`config.mk`:
```
export PLATFORM = sky130hd
export DESIGN_NAME = instr_encoder
export DESIGN_NICKNAME = d
export VERILOG_FILES = /design/src/rtl/instr_encoder.sv
export SDC_FILE = /design/constraint.sdc
export NUM_CORES = 1
export LEC_CHECK = 0
export CAP_MARGIN = 20
export CORE_MARGIN = 4
export CORE_UTILIZATION = 40
export CTS_CLUSTER_DIAMETER = 80
export CTS_CLUSTER_SIZE = 12
export DETAILED_ROUTE_END_ITERATION = 10
export PLACE_DENSITY = 0.73
export REMOVE_ABC_BUFFERS = 1
export SLEW_MARGIN = 20
export SYNTH_ARGS = -nofsm -noshare
export SYNTH_HDL_FRONTEND = slang
export SYNTH_SLANG_ARGS = --single-unit
```
`constraint.sdc`:
```
create_clock -name clk -period 3 [get_ports clk]
set_clock_uncertainty 0.05 [all_clocks]
set_input_delay 0.75 -clock clk [delete_from_list [all_inputs] [get_ports clk]]
set_output_delay 0.75 -clock clk [all_outputs]
set_load 0.02 [all_outputs]
```
`src/rtl/instr_encoder.sv`:
```
// Packs decoded RV32I fields plus an immediate into instruction words, queues them in a
// small in-order FIFO and tags each emitted word with its instruction-memory byte address.
module instr_encoder #(
    parameter int unsigned DEPTH     = 2,
    parameter logic [31:0] BASE_ADDR = 32'h0000_0000,
    parameter int unsigned ERR_CNT_W = 8
) (
    input  logic                 clk,
    input  logic                 rst,
    input  logic                 flush,
    input  logic                 in_valid,
    output logic                 in_ready,
    input  logic [2:0]           in_fmt,
    input  logic [6:0]           in_opcode,
    input  logic [4:0]           in_rd,
    input  logic [4:0]           in_rs1,
    input  logic [4:0]           in_rs2,
    input  logic [2:0]           in_funct3,
    input  logic [6:0]           in_funct7,
    input  logic [31:0]          in_imm,
    output logic                 out_valid,
    input  logic                 out_ready,
    output logic [31:0]          out_instr,
    output logic [31:0]          out_addr,
    output logic                 err_valid,
    output logic [1:0]           err_code,
    output logic [ERR_CNT_W-1:0] err_cnt
);
    localparam int unsigned PTR_W = (DEPTH > 1) ? $clog2(DEPTH) : 1;
    localparam int unsigned CNT_W = $clog2(DEPTH + 1);

    localparam logic [2:0] FMT_R = 3'd0;
    localparam logic [2:0] FMT_I = 3'd1;
    localparam logic [2:0] FMT_S = 3'd2;
    localparam logic [2:0] FMT_B = 3'd3;
    localparam logic [2:0] FMT_U = 3'd4;
    localparam logic [2:0] FMT_J = 3'd5;

    logic [31:0]          mem_q [DEPTH];
    logic [CNT_W-1:0]     count_q, count_d;
    logic [PTR_W-1:0]     rd_ptr_q, rd_ptr_d, wr_ptr_q, wr_ptr_d;
    logic [31:0]          addr_q, addr_d;
    logic                 err_valid_q, err_valid_d;
    logic [1:0]           err_code_q, err_code_d;
    logic [ERR_CNT_W-1:0] err_cnt_q, err_cnt_d;

    logic [31:0] enc_word;
    logic [1:0]  enc_code;
    logic        fmt_err, mis_err, rng_err;
    logic        accept, push, pop, reject;

    function automatic logic [PTR_W-1:0] ptr_inc(input logic [PTR_W-1:0] p);
        return (p == PTR_W'(DEPTH - 1)) ? '0 : p + PTR_W'(1);
    endfunction

    // Range checks: the bits above the encodable field must be a pure sign extension.
    always_comb begin
        enc_word = '0;
        fmt_err  = 1'b0;
        mis_err  = 1'b0;
        rng_err  = 1'b0;
        case (in_fmt)
            FMT_R: enc_word = {in_funct7, in_rs2, in_rs1, in_funct3, in_rd, in_opcode};
            FMT_I: begin
                enc_word = {in_imm[11:0], in_rs1, in_funct3, in_rd, in_opcode};
                rng_err  = (|in_imm[31:11]) & ~(&in_imm[31:11]);
            end
            FMT_S: begin
                enc_word = {in_imm[11:5], in_rs2, in_rs1, in_funct3, in_imm[4:0], in_opcode};
                rng_err  = (|in_imm[31:11]) & ~(&in_imm[31:11]);
            end
            FMT_B: begin
                enc_word = {in_imm[12], in_imm[10:5], in_rs2, in_rs1, in_funct3,
                            in_imm[4:1], in_imm[11], in_opcode};
                rng_err  = (|in_imm[31:12]) & ~(&in_imm[31:12]);
                mis_err  = in_imm[0];
            end
            FMT_U: begin
                enc_word = {in_imm[31:12], in_rd, in_opcode};
                rng_err  = |in_imm[11:0];
            end
            FMT_J: begin
                enc_word = {in_imm[20], in_imm[10:1], in_imm[11], in_imm[19:12], in_rd, in_opcode};
                rng_err  = (|in_imm[31:20]) & ~(&in_imm[31:20]);
                mis_err  = in_imm[0];
            end
            default: fmt_err = 1'b1;
        endcase
        enc_code = fmt_err ? 2'd3 : (mis_err ? 2'd2 : (rng_err ? 2'd1 : 2'd0));
    end

    // in_ready depends only on registered occupancy and flush, never on out_ready.
    assign in_ready  = (count_q < CNT_W'(DEPTH)) & ~flush;
    assign out_valid = (count_q != '0);
    assign accept    = in_valid & in_ready;
    assign reject    = accept & (enc_code != 2'd0);
    assign push      = accept & (enc_code == 2'd0);
    assign pop       = out_valid & out_ready & ~flush;

    always_comb begin
        count_d     = count_q;
        rd_ptr_d    = rd_ptr_q;
        wr_ptr_d    = wr_ptr_q;
        addr_d      = addr_q;
        err_valid_d = reject;
        err_code_d  = reject ? enc_code : err_code_q;
        err_cnt_d   = (reject && !(&err_cnt_q)) ? err_cnt_q + ERR_CNT_W'(1) : err_cnt_q;
        if (flush) begin
            count_d  = '0;
            rd_ptr_d = '0;
            wr_ptr_d = '0;
            addr_d   = BASE_ADDR;
        end else begin
            if (push) wr_ptr_d = ptr_inc(wr_ptr_q);
            if (pop) begin
                rd_ptr_d = ptr_inc(rd_ptr_q);
                addr_d   = addr_q + 32'd4;
            end
            if (push && !pop)      count_d = count_q + CNT_W'(1);
            else if (pop && !push) count_d = count_q - CNT_W'(1);
        end
    end

    always_ff @(posedge clk or posedge rst) begin
        if (rst) begin
            count_q     <= '0;
            rd_ptr_q    <= '0;
            wr_ptr_q    <= '0;
            addr_q      <= BASE_ADDR;
            err_valid_q <= 1'b0;
            err_code_q  <= 2'd0;
            err_cnt_q   <= '0;
        end else begin
            count_q     <= count_d;
            rd_ptr_q    <= rd_ptr_d;
            wr_ptr_q    <= wr_ptr_d;
            addr_q      <= addr_d;
            err_valid_q <= err_valid_d;
            err_code_q  <= err_code_d;
            err_cnt_q   <= err_cnt_d;
        end
    end

    // Storage carries no reset; the occupancy count alone decides what is visible.
    always_ff @(posedge clk) begin
        if (push) mem_q[wr_ptr_q] <= enc_word;
    end

    assign out_instr = out_valid ? mem_q[rd_ptr_q] : 32'h0;
    assign out_addr  = addr_q;
    assign err_valid = err_valid_q;
    assign err_code  = err_code_q;
    assign err_cnt   = err_cnt_q;
endmodule
```
==> results of run 1 <==
[registers in the layout (all words and copies together), names as in the netlist]
register   flops
mem_q         64
out_addr      30
err_cnt        8
count_q        2
err_code       2
err_valid      1
rd_ptr_q       1
wr_ptr_q       1
[where the power goes]
part	internal, mW	total [mW]	leakage [nW]	switching, mW
registers	1.66	1.72	1.19	0.0669
clock network	0.566	1.09	0.137	0.526
logic	0.355	0.714	1.64	0.358
total	2.58	3.53	2.97	0.952
[Yosys cell counts (all sizes together), types with 10 or more instances]
| library cell | n |
|---|---|
| mux2i | 39 |
| nor2 | 82 |
| o21ai | 21 |
| and2 | 10 |
| xor2 | 20 |
| nand4 | 14 |
| inv | 13 |
| clkbuf | 17 |
| dfrtp | 45 |
| edfxtp | 64 |
| xnor2 | 14 |
| nand2 | 34 |
| nand3 | 12 |
| a21oi | 18 |
[kinds of logic (layout without fill, tap and decap cells)]
kind of cell	after synthesis	in the layout	share of synthesized area
buffers and inverters	37	226	0.02815
multiplexers	44	44	0.08306
adder cells (fa/ha/maj)	2	2	0.004614
other	1	2	0.0006915
XOR/XNOR	34	34	0.05492
AND/OR/NAND/NOR	194	194	0.1841
AO/OA/AOI/OAI	66	66	0.08237
flip-flops	109	109	0.5621
[routing by layer]
layer | share of wire | GRT usage | up-vias | wire (um)
li1 | - | - | 2106 | -
met1 | 0.42 | 0.2352 | 2106 | 6163
met2 | 0.49 | 0.3015 | 174 | 7182
met3 | 0.088 | 0.05575 | 13 | 1304
met4 | 0.010 | 0.04836 | 0 | 155
met5 | 0 | 0 | - | 0
[path summary, 6_finish.rpt]
kind                        startpoint      endpoint  slack (ns)  cells past startpoint
setup / recovery            in_imm[16]  mem_q[1][28]       0.006                      9
hold / removal             err_code[1]   err_code[1]        0.46                      2
setup reg to reg            count_q[1]  mem_q[1][28]        0.91                      7
hold reg to reg            err_code[1]   err_code[1]        0.46                      2
max in group asynchronous          rst  out_addr[26]        1.62                      3
min in group asynchronous          rst  out_addr[12]        0.65                      2
[stage by stage]
step                utilization  power, mW
global route             0.5916      3.692
floorplan                     -      2.049
global placement         0.5581      2.435
detailed placement       0.5581      2.454
CTS                      0.5787      3.561
finish                   0.5916      3.531
[area by class of cell]
cell class / count / area, um2 / share of cell area
clock inverters: 7 / 48.80 / 0.006229
multi-input cells: 342 / 2297 / 0.2932
flip-flops and latches: 109 / 3052 / 0.3896
well taps: 176 / 220.2 / 0.02811
repair buffers: 197 / 1942 / 0.2479
clock buffers: 9 / 225.2 / 0.02875
inverters: 13 / 48.80 / 0.006229
[worst max-delay path, stage by stage]
cell	delay, ns
clkdlybuf4s50_1	0.44
or4_4	0.58
nor3b_2	0.20
a32o_2	0.18
nor4_4	0.05
nor4_4	0.26
buf_4	0.17
and2_4	0.15
buf_12	0.19
[timing repair]
| item | 4_1_cts | 5_1_grt |
|---|---|---|
| cloned | 0 | 3 |
| setup endpoints to repair | 50 | 74 |
| setup buffers | 0 | 3 |
| hold endpoints to repair | 0 | 0 |
| gates resized for setup | 1 | 17 |
| pin swaps | 1 | 5 |
==> impl_metrics.tcl, run 1 <==
set metrics [dict create \
    cts-root-buf "clkbuf_16" \
    critPathLaunchType "primary input" \
    design_area_um2 7834 \
    drt_wl_total_um 14810 \
    h-tree-depth 3 \
    die_y_um 124.4 \
    setup_slack_ns 0.005929 \
    core_area_um2 13240 \
    maxSlewHeadroom 0.6240 \
    syn_inst 487 \
    hold_ws_ns 0.4598 \
    die-area_um2 15480 \
    fmax_mhz 334.0 \
    clock_sinks 109 \
    hold_viol_final 0 \
    postCtsHoldBufs 0 \
    cts_buffers 9 \
    hold_class "register to register" \
    detail-route-antenna-nets 0 \
    cts.clk_slew.worst_paths_ns 0.07 \
    n_fill_cell 1105 \
    cap_violations 0 \
    finalNonFillerCells 853 \
    grt_first_pass_wirelength_um 23400 \
    maxSlewViolCount 0 \
    dr.pass1.iters 4 \
    synthFlopType "edfxtp_1" \
    yosys-top-cells-area "edfxtp_1, dfrtp_1, mux2i_1" \
    syn-cell-area_um2 5423 \
    cp_max_fo 25 \
    n_antenna_cell 0 \
    setup-tns-final_ns 0 \
    antenna_found_initial 0 \
    wire_per_inst_um 17.36 \
    place_inst 831 \
    postSynthRegisterBits 109 \
    dp_hpwl_um 10640 \
    seq_area_frac_synth 0.5621 \
    grt_usage 0.1829 \
    worstSetupEndpointType "register" \
    synth.top_cell.area_share 0.3544 \
    viasPerCell 5.157 \
    first_iter_violations 268 \
    initial_core_util 0.4095 \
    ys.warnings.count 0 \
    layout_common_cells "clkdlybuf4s50_1, nor2_1, edfxtp_1, dfrtp_1, buf_4" \
    period_minus_slack_ns 2.994 \
    place_area_um2 7391 \
    ctsLongestPathBuffers 2 \
    fp-row-count 42 \
    status "completed" \
    synthArstFlopShare 0.4128 \
    grt_max_degree 35 \
    leakage_nw 2.975 \
    period_share 0.9980 \
    cp_data_arrival_time_ns 2.98 \
    place.gp.congestion 0.8883 \
    remaining_drc_errors 0 \
    synth.distinct_cells 52 \
    die_w_um 124.4 \
    io_pins 149 \
    clk_latency_ns 0.34 \
    crit_type "primary input to register" \
    nets 746 \
    peakVddDrop_uv 403.3 \
    synth-edff-count 64 \
    syn_to_final_growth_pct 44.46 \
    mostFrequentLayoutCell "clkdlybuf4s50_1" \
    grt_pass1_vias 4524 \
    worst_ep_required_time_ns 2.99 \
    syn_avg_cell_area_um2 11.13 \
    yosysTopAreaCell "edfxtp_1" \
    worst_pin_slew_ns 0.5606 \
    dr_total_vias 4399 \
    place_ws_ns -0.3788 \
    setup_viol 0 \
    power_density_nw_per_um2 450.7 \
    port_buffers 146 \
    grt_overflow 0 \
    drive_above_1_share 0.1536 \
    cts_tree "done" \
]
Note: power is estimated with default switching activity, not from simulation.
==> run 2, diff against run 1 <==
- CORE_ASPECT_RATIO: unset -> 1.2
- CTS_CLUSTER_DIAMETER: 80 -> unset
==> run 2 against run 1 <==
Die area is essentially flat; flip-flop and latch count is the same; largest cell class unchanged; wire length decreased by 3.8%; worst setup slack gained 0.096 ns; critical endpoint is now mem_q[0][25]; register-to-register slack hardly changed.
==> impl_metrics.tcl, run 2 (synthesis gave the netlist of run 1 again) <==
set metrics [dict create \
    status "completed" \
    r2r_cells 7 \
    syn_to_final_growth_pct 45.29 \
    grt_usage 0.1812 \
    final_util 0.5952 \
    maxSlewHeadroom 0.5155 \
    core_area_um2 13240 \
    wire_per_inst_um 16.75 \
    cp_common_cell "nor4_4" \
    clock_sinks 109 \
    worstSetupEndpointType "register" \
    worst_ep_required_time_ns 3.01 \
    power_frac_seq 0.488 \
    reg2reg_to "out_addr[24]" \
    layout_common_cells "clkdlybuf4s50_1, nor2_1, edfxtp_1, buf_4, dfrtp_1" \
    setup-tns-final_ns 0 \
    grt_max_degree 36 \
    n_fill_cell 1098 \
    holdPathEnd "err_code[1]" \
    r2r_setup_slack_ns 0.90 \
    grt_pass1_vias 4462 \
    cts_buffers 9 \
    critical-path-slowest-cell "clkdlybuf4s50_1" \
    crit_type "primary input to register" \
    die_w_um 114.3 \
    dr.pass1.iters 5 \
    power_mw 3.525 \
    period_minus_slack_ns 2.898 \
    regToRegStartpoint "out_addr[2]" \
    nets 751 \
    holdPathStages 2 \
    worst_pin_slew_ns 0.7257 \
    place.gp.congestion 0.8880 \
    place_ws_ns -0.3454 \
    mostFrequentLayoutCell "clkdlybuf4s50_1" \
    initial_core_util 0.4096 \
    max_stage_delay_ns 0.55 \
    critPathLaunchType "primary input" \
    cts-root-buf "clkbuf_16" \
    detail-route-antenna-nets 0 \
    drive_above_1_share 0.1642 \
    h-tree-depth 3 \
    cp_max_fo 5 \
    setup_slack_ns 0.1015 \
    hold_start "err_code[1]" \
    place_area_um2 7441 \
    cap_violations 0 \
    peakVddDrop_uv 322.2 \
    p_int_mw 2.576 \
    die-area_um2 15490 \
    multi_input_area_um2 2305 \
    seq_area_um2 3049 \
    dr_total_vias 4368 \
    first_iter_violations 183 \
    netSwitchingPower_mw 0.9486 \
    viasPerCell 5.139 \
    cts_tree "done" \
    combPwrFrac 0.202 \
    dp_hpwl_um 10520 \
    clk_latency_ns 0.34 \
    n_antenna_cell 0 \
    power_density_nw_per_um2 447.4 \
    crit_chain "clkdlybuf4s50_1 > nor4_4 > a311oi_2 > and2_4 > nor4_4 > nor2b_4 > clkbuf_16" \
    cp_data_arrival_time_ns 2.91 \
    maxSlewViolCount 0 \
    period_share 0.9662 \
    postCtsHoldBufs 0 \
    finalNonFillerCells 850 \
    cts.clk_slew.worst_paths_ns 0.07 \
    die_y_um 135.5 \
    hold_ws_ns 0.4565 \
    antenna_found_initial 0 \
    place_inst 831 \
    grt_overflow 0 \
    fp-row-count 46 \
    design_area_um2 7879 \
    clkPwrFrac 0.310 \
    hold_viol_final 0 \
    remaining_drc_errors 0 \
    grt_first_pass_wirelength_um 22240 \
    setup_viol 0 \
    hold_class "register to register" \
    sw_frac_of_total 0.2691 \
    io_pins 149 \
    leakage_nw 3.117 \
    top_register "mem_q" \
    drt_wl_total_um 14240 \
    fmax_mhz 345.0 \
    port_buffers 146 \
    ctsLongestPathBuffers 2 \
    largest_register_ffs 64 \
]
## run 2: changes by cell type in the layout (fill, tap and decap cells not counted), sizes merged
| cell | change |
|---|---|
| inv | -1 |
| clkdlybuf4s50 | -15 |
| dlymetal6s2s | +14 |
| dlygate4sd2 | -1 |
| clkinvlp | +1 |
| buf | +7 |
## run 2: worst max-delay path: cells and delay by family
family                 cells  cell delay [ns]
AOI/OAI and AO/OA          1             0.15
buffers and inverters      2             0.76
and+or+nand+nor            4             1.23
## run 2: routing by layer
layer	GRT usage	vias to the layer above	wire length, um
met1	0.2225	2101	5815
met5	0	-	0
met2	0.3122	139	7369
li1	-	2112	-
met3	0.04781	16	887
met4	0.05479	0	167
## run 2: area by class of cell
cell class | instances | share of cell area
inverters | 13 | 0.006193
repair buffers | 202 | 0.2525
well taps | 168 | 0.02668
flip-flops and latches | 109 | 0.3870
clock buffers | 9 | 0.02859
multi-input cells | 342 | 0.2925
clock inverters | 7 | 0.006511
## run 2: worst max-delay path by stage
| stage | startpoint | endpoint | slack [ns] | cells after the start |
|---|---|---|---|---|
| CTS | in_imm[14] | mem_q[1][5] | 0.006 | 8 |
| global route | in_imm[0] | mem_q[0][7] | -0.03 | 7 |
| global placement | in_imm[18] | mem_q[1][5] | -0.30 | 8 |
| detailed placement | in_imm[8] | mem_q[1][5] | -0.35 | 8 |
| finish | in_imm[0] | mem_q[0][25] | 0.10 | 7 |
| floorplan | in_imm[18] | mem_q[0][0] | -0.99 | 6 |
## run 2: power groups by stage
stage	Sequential [mW]	Combinational [mW]	Clock, mW
after floorplan	1.79	0.254	0
after global placement	1.74	0.694	0
after detailed placement	1.75	0.705	0
after CTS	1.72	0.710	1.12
after global routing	1.73	0.770	1.18
final	1.72	0.713	1.09
## run 2: timing repair
action,in CTS,in global routing
setup buffers,0,1
setup endpoints to repair,0,64
gates resized for setup,0,42
